==> config.mk <==
export PLATFORM = sky130hd
export DESIGN_NAME = alu_result_stage
export DESIGN_NICKNAME = d
export VERILOG_FILES = /design/src/rtl/alu_result_stage.sv
export SDC_FILE = /design/constraint.sdc
export NUM_CORES = 1
export LEC_CHECK = 0
export CORE_MARGIN = 8
export CORE_UTILIZATION = 40
export DETAILED_ROUTE_END_ITERATION = 10
export PLACE_DENSITY_LB_ADDON = 0.2
export SYNTH_ARGS = -nofsm -noshare
export SYNTH_HDL_FRONTEND = slang
export SYNTH_SLANG_ARGS = --single-unit
==> constraint.sdc <==
create_clock -name clk -period 1.4 [get_ports clk]
set_input_delay 0.14 -clock clk [delete_from_list [all_inputs] [get_ports clk]]
set_output_delay 0.14 -clock clk [all_outputs]
set_load 0.05 [all_outputs]
==> src/rtl/alu_result_stage.sv <==
// ALU result output stage: result select, destination tagging and a 2-entry skid buffer toward writeback.
// Optional macro ALU_RESULT_STAGE_FLAGS_EN stores zero/negative flags with each entry.
module alu_result_stage #(
    parameter int W  = 32,
    parameter int RW = 5,
    parameter int CW = 16
) (
    input  logic          clk,
    input  logic          rst_n,
    input  logic          in_valid,
    output logic          in_ready,
    input  logic [W-1:0]  alu_result,
    input  logic [W-1:0]  cmp_result,
    input  logic          sel_cmp,
    input  logic [RW-1:0] rd_addr,
    output logic          out_valid,
    input  logic          out_ready,
    output logic [W-1:0]  out_data,
    output logic [RW-1:0] out_rd,
    output logic          out_zero,
    output logic          out_neg,
    output logic [CW-1:0] retire_cnt
);

    typedef enum logic [1:0] {
        ST_EMPTY = 2'd0,
        ST_ONE   = 2'd1,
        ST_FULL  = 2'd2
    } state_e;

    state_e        state_q, state_d;
    logic [W-1:0]  sel_data_s;
    logic [W-1:0]  main_data_q, main_data_d, skid_data_q, skid_data_d;
    logic [RW-1:0] main_rd_q, main_rd_d, skid_rd_q, skid_rd_d;
    logic [CW-1:0] cnt_q, cnt_d;
    logic          in_xfer_s, out_xfer_s;
    logic          load_main_s, load_skid_s, shift_s;
    logic          unused_cmp_s;

    // Only bit 0 of the comparison result carries information.
    assign unused_cmp_s = ^cmp_result[W-1:1];

    // Result selection between comparison and arithmetic paths
    always_comb begin
        sel_data_s = alu_result;
        if (sel_cmp) begin
            sel_data_s = {{(W-1){1'b0}}, cmp_result[0]};
        end else begin
            sel_data_s = alu_result;
        end
    end

    assign in_ready   = (state_q != ST_FULL);
    assign out_valid  = (state_q != ST_EMPTY);
    assign in_xfer_s  = in_valid && in_ready;
    assign out_xfer_s = out_valid && out_ready;

    // Occupancy FSM next state and entry load controls
    always_comb begin
        state_d     = state_q;
        load_main_s = 1'b0;
        load_skid_s = 1'b0;
        shift_s     = 1'b0;
        case (state_q)
            ST_EMPTY: begin
                if (in_xfer_s) begin
                    load_main_s = 1'b1;
                    state_d     = ST_ONE;
                end else begin
                    state_d     = ST_EMPTY;
                end
            end
            ST_ONE: begin
                if (in_xfer_s && out_xfer_s) begin
                    load_main_s = 1'b1;
                    state_d     = ST_ONE;
                end else if (in_xfer_s) begin
                    load_skid_s = 1'b1;
                    state_d     = ST_FULL;
                end else if (out_xfer_s) begin
                    state_d     = ST_EMPTY;
                end else begin
                    state_d     = ST_ONE;
                end
            end
            ST_FULL: begin
                if (out_xfer_s) begin
                    shift_s = 1'b1;
                    state_d = ST_ONE;
                end else begin
                    state_d = ST_FULL;
                end
            end
            default: begin
                state_d = ST_EMPTY;
            end
        endcase
    end

    // Entry datapath next values
    always_comb begin
        main_data_d = main_data_q;
        main_rd_d   = main_rd_q;
        skid_data_d = skid_data_q;
        skid_rd_d   = skid_rd_q;
        if (load_main_s) begin
            main_data_d = sel_data_s;
            main_rd_d   = rd_addr;
        end else if (shift_s) begin
            main_data_d = skid_data_q;
            main_rd_d   = skid_rd_q;
        end else begin
            main_data_d = main_data_q;
            main_rd_d   = main_rd_q;
        end
        if (load_skid_s) begin
            skid_data_d = sel_data_s;
            skid_rd_d   = rd_addr;
        end else begin
            skid_data_d = skid_data_q;
            skid_rd_d   = skid_rd_q;
        end
    end

    // Retire counter next value, wrapping naturally
    always_comb begin
        cnt_d = cnt_q;
        if (out_xfer_s) begin
            cnt_d = cnt_q + {{(CW-1){1'b0}}, 1'b1};
        end else begin
            cnt_d = cnt_q;
        end
    end

    // State, entry and counter registers
    always_ff @(posedge clk or negedge rst_n) begin
        if (!rst_n) begin
            state_q     <= ST_EMPTY;
            main_data_q <= '0;
            main_rd_q   <= '0;
            skid_data_q <= '0;
            skid_rd_q   <= '0;
            cnt_q       <= '0;
        end else begin
            state_q     <= state_d;
            main_data_q <= main_data_d;
            main_rd_q   <= main_rd_d;
            skid_data_q <= skid_data_d;
            skid_rd_q   <= skid_rd_d;
            cnt_q       <= cnt_d;
        end
    end

    assign out_data   = main_data_q;
    assign out_rd     = main_rd_q;
    assign retire_cnt = cnt_q;

`ifdef ALU_RESULT_STAGE_FLAGS_EN
    // {negative, zero} flags of a selected result
    function automatic logic [1:0] flags_of(input logic [W-1:0] d);
        return {d[W-1], (d == {W{1'b0}})};
    endfunction

    logic [1:0] main_flags_q, main_flags_d, skid_flags_q, skid_flags_d;

    // Flag next values follow the same moves as the data
    always_comb begin
        main_flags_d = main_flags_q;
        skid_flags_d = skid_flags_q;
        if (load_main_s) begin
            main_flags_d = flags_of(sel_data_s);
        end else if (shift_s) begin
            main_flags_d = skid_flags_q;
        end else begin
            main_flags_d = main_flags_q;
        end
        if (load_skid_s) begin
            skid_flags_d = flags_of(sel_data_s);
        end else begin
            skid_flags_d = skid_flags_q;
        end
    end

    // Flag registers
    always_ff @(posedge clk or negedge rst_n) begin
        if (!rst_n) begin
            main_flags_q <= 2'b00;
            skid_flags_q <= 2'b00;
        end else begin
            main_flags_q <= main_flags_d;
            skid_flags_q <= skid_flags_d;
        end
    end

    assign out_neg  = main_flags_q[1];
    assign out_zero = main_flags_q[0];
`else
    assign out_neg  = 1'b0;
    assign out_zero = 1'b0;
`endif

endmodule

==> impl_metrics.json <==
{
  "drt_iter0_drc": 176,
  "internal_power_uw": 6130,
  "netlist.area_leader.share": 0.590,
  "outcome": "complete, but fails checks",
  "nFillCells": 808,
  "net-switching-power_uw": 3750,
  "crit-reg2reg-capture": "out_data[10]",
  "total_power_divided_by_cell_area_nw_per_um2": 1620,
  "layout.cells.most_common_list": "79 x dfrtp_1, 54 x buf_4, 41 x clkdlybuf4s50_1",
  "io-pin-count": 131,
  "violations_in_the_final_reports": "setup timing",
  "hold_viol": 0,
  "drt_first_pass_iters": 4,
  "crit_path_start_kind": "register",
  "yosysSeqAreaShare": 0.590,
  "die-height_microns": 115,
  "tritoncts": "yes",
  "hold_class": "in -> async",
  "swShare": 0.379,
  "clock_pin_slew_of_the_registers_on_the_worst_case_setup_and_hold_paths_ns": 0.09,
  "chipWidth_microns": 115,
  "floorplan.initialDensity": 0.405,
  "dp_hpwl_microns": 6870,
  "fin_tns_setup_ns": -2.75,
  "reg2reg_slack_ns": -0.08,
  "timing.fmax_mhz": 676,
  "worst_clock_skew_ns": 0.0147,
  "fin_crit_sh": 1.06,
  "ant_nets": 0,
  "clkSinkCount": 92,
  "cts_buffer_depth": 2,
  "global_route.overflow_total": 0,
  "post_place_setup_slack_ns": -0.317,
  "crit_fanout": 21,
  "globalplace.congestion": 0.736,
  "wl_per_cell_microns": 17.2,
  "syn_area_sq_um": 3900,
  "avgViaCountPerCell": 5.12,
  "crit_arrival_ns": 1.72,
  "power_total_uw": 9880,
  "worst_path_max_delay_cell": "dfrtp_2",
  "postSynthAreaPerCell_sq_um": 11.0,
  "rows": 36,
  "complex_gate_fraction_of_the_synthesized_area": 0.147,
  "cp_cell_sequence": "buf_6, nor2b_4, a21oi_4, buf_12, a221o_1",
  "drt_wl_total_microns": 10700,
  "p_seq_frac": 0.392,
  "post_synth_num_cell_types": 34,
  "number_of_buffer_and_inverter_stages_on_the_critical_path": 2,
  "ys_seq_elements": 92,
  "synthXorXnorAreaFrac": 0.0337,
  "power.share.clock": 0.200,
  "antennaDiodeCount": 0,
  "coreArea_sq_um": 9640,
  "insertion_delay_ns": 0.36,
  "critical_path.top_delay_family": "flip-flops",
  "critical_path.endpoint_type": "register",
  "layout-area-overhead-vs-synth_pct": 56.3,
  "routed-via-count": 3178,
  "criticalPathCategory": "reg -> reg",
  "grt_first_pass_wirelength_microns": 16600,
  "multi_input_area_sq_um": 1730,
  "setup_repair_after_global_routing_missed_its_margin": "yes",
  "cts_buf_count": 9,
  "final_net_count": 559,
  "globalRouteTotalUtil": 0.159,
  "timing.final.ws_setup_ns": -0.0801,
  "critical_path_required_ns": 1.64,
  "grt_start_max_net_pins": 34,
  "portBuffers": 97,
  "irDropWorstVdd_v": 0.00134,
  "dp.cells": 589,
  "syn_inst": 355,
  "synthSimpleGateAreaFrac": 0.174,
  "post_route_cells_drive_above_1_share": 0.359,
  "synth.area.mux_share": 0.0170,
  "synth_fa_ha_area_frac": 0.00321,
  "synth.area.top_cells": "dfrtp_1 59%, a221o_1 8.2%, nand2b_1 5.3%, nand2_1 4.8%, o21ai_0 4.2%",
  "pwr-share-comb": 0.408,
  "cap_violations": 0,
  "layout_commonest_cell": "dfrtp_1",
  "grt_pass1_vias": 3181,
  "timing.final.setup_violations": 64,
  "hold_ws_ns": 0.154,
  "rr_startpoint": "state_q[1]",
  "most_area_hungry_cell_type_in_the_yosys_netlist": "dfrtp_1",
  "clockRootBuffer": "clkbuf_8",
  "critical_path.max_stage_delay_ns": 0.44,
  "path_depth": 5,
  "drc": 0,
  "finish.cell_count_without_fillers": 621,
  "fin_crit_ns": 1.48,
  "cts_htree_levels": 3,
  "dieArea_sq_um": 13200,
  "leakage_uw": 0.00278,
  "sequential_cell_area_sq_um": 2320,
  "synthesis.yosys.warnings": 0,
  "worstRegToRegCells": 5,
  "combinational_family_with_the_most_area_after_synthesis": "simple AND/OR/NAND/NOR gates",
  "final_report_max_slew_violation_count": 0,
  "antenna_violations_before_repair": 0
}
power groups by stage:
stage          clock network (uW)  logic (uW)  registers [uW]
2_1_floorplan                   0         922            4900
3_3_place_gp                    0        3500            3870
3_5_place_dp                    0        3570            3900
4_1_cts                      2030        3760            3860
5_1_grt                      2160        4260            3960
6_report                     1970        4030            3880
final cells by class:
| cell class | count | area share |
|---|---|---|
| multi-input cells | 241 | 0.283 |
| clock inverters | 6 | 0.0154 |
| clock buffers | 9 | 0.0203 |
| flip-flops and latches | 92 | 0.380 |
| repair buffers | 140 | 0.274 |
| well taps | 133 | 0.0273 |
metal layers:
layer / GRT usage / up-vias / share of wire / wire, microns
met5: 0 / - / 0 / 0
met4: 0.0499 / 0 / 0.011 / 119
met3: 0.0494 / 9 / 0.067 / 720
met2: 0.252 / 92 / 0.48 / 5190
met1: 0.205 / 1576 / 0.44 / 4670
li1: - / 1501 / - / -
metrics by stage:
stage,instance area (sq um),util
after floorplan,3990,-
after global placement,5420,0.562
after CTS,5810,0.603
after global routing,6100,0.633
final,6100,0.633
after detailed placement,5420,0.562
registers in the layout, indices dropped and copies added (netlist names):
name / flops
out_rd: 5
skid_data_q: 32
out_data: 32
retire_cnt: 16
skid_rd_q: 5
state_q: 2
worst max-delay path by stage:
stage	startpoint	endpoint	slack, ns
floorplan	retire_cnt[1]	retire_cnt[12]	-0.06
global placement	out_ready	retire_cnt[13]	-0.27
detailed placement	out_ready	skid_data_q[28]	-0.32
CTS	state_q[1]	out_data[10]	-0.07
global route	state_q[1]	out_data[21]	-0.13
finish	state_q[1]	out_data[10]	-0.08
Yosys cell counts (all sizes together):
cell and number:
nand2b 34, and3b 1, conb 1, nor3 2
buf 17, xor2 4, or2 2, nor2 35
a22oi 5, dfrtp 92, nand2 50, nor4 2
nand4 5, mux2i 1, a221o 32, and3 1
a21oi 3, and2 2, nand3 6, o2111ai 1
mux2 5, xnor2 11, o21ai 34, clkbuf 6
nor2b 1, o22ai 1, ha 1
what timing repair did:
action	4_1_cts	5_1_grt
endpoints found under the hold margin	92	0
endpoints found under the setup margin	45	83
gates cloned	1	3
pin swaps	4	18
hold buffers	1	0
gates resized for setup	23	58
buffers inserted	6	8
kinds of logic (layout without fill, tap and decap cells):
logic type,Yosys count,after routing
AND/OR/NAND/NOR,141,141
flip-flops,92,92
AO/OA/AOI/OAI,76,76
buffers and inverters,23,155
XOR/XNOR,15,15
multiplexers,6,6
adder cells (fa/ha/maj),1,1
other,1,2
Power figures use the tool's default switching activity.
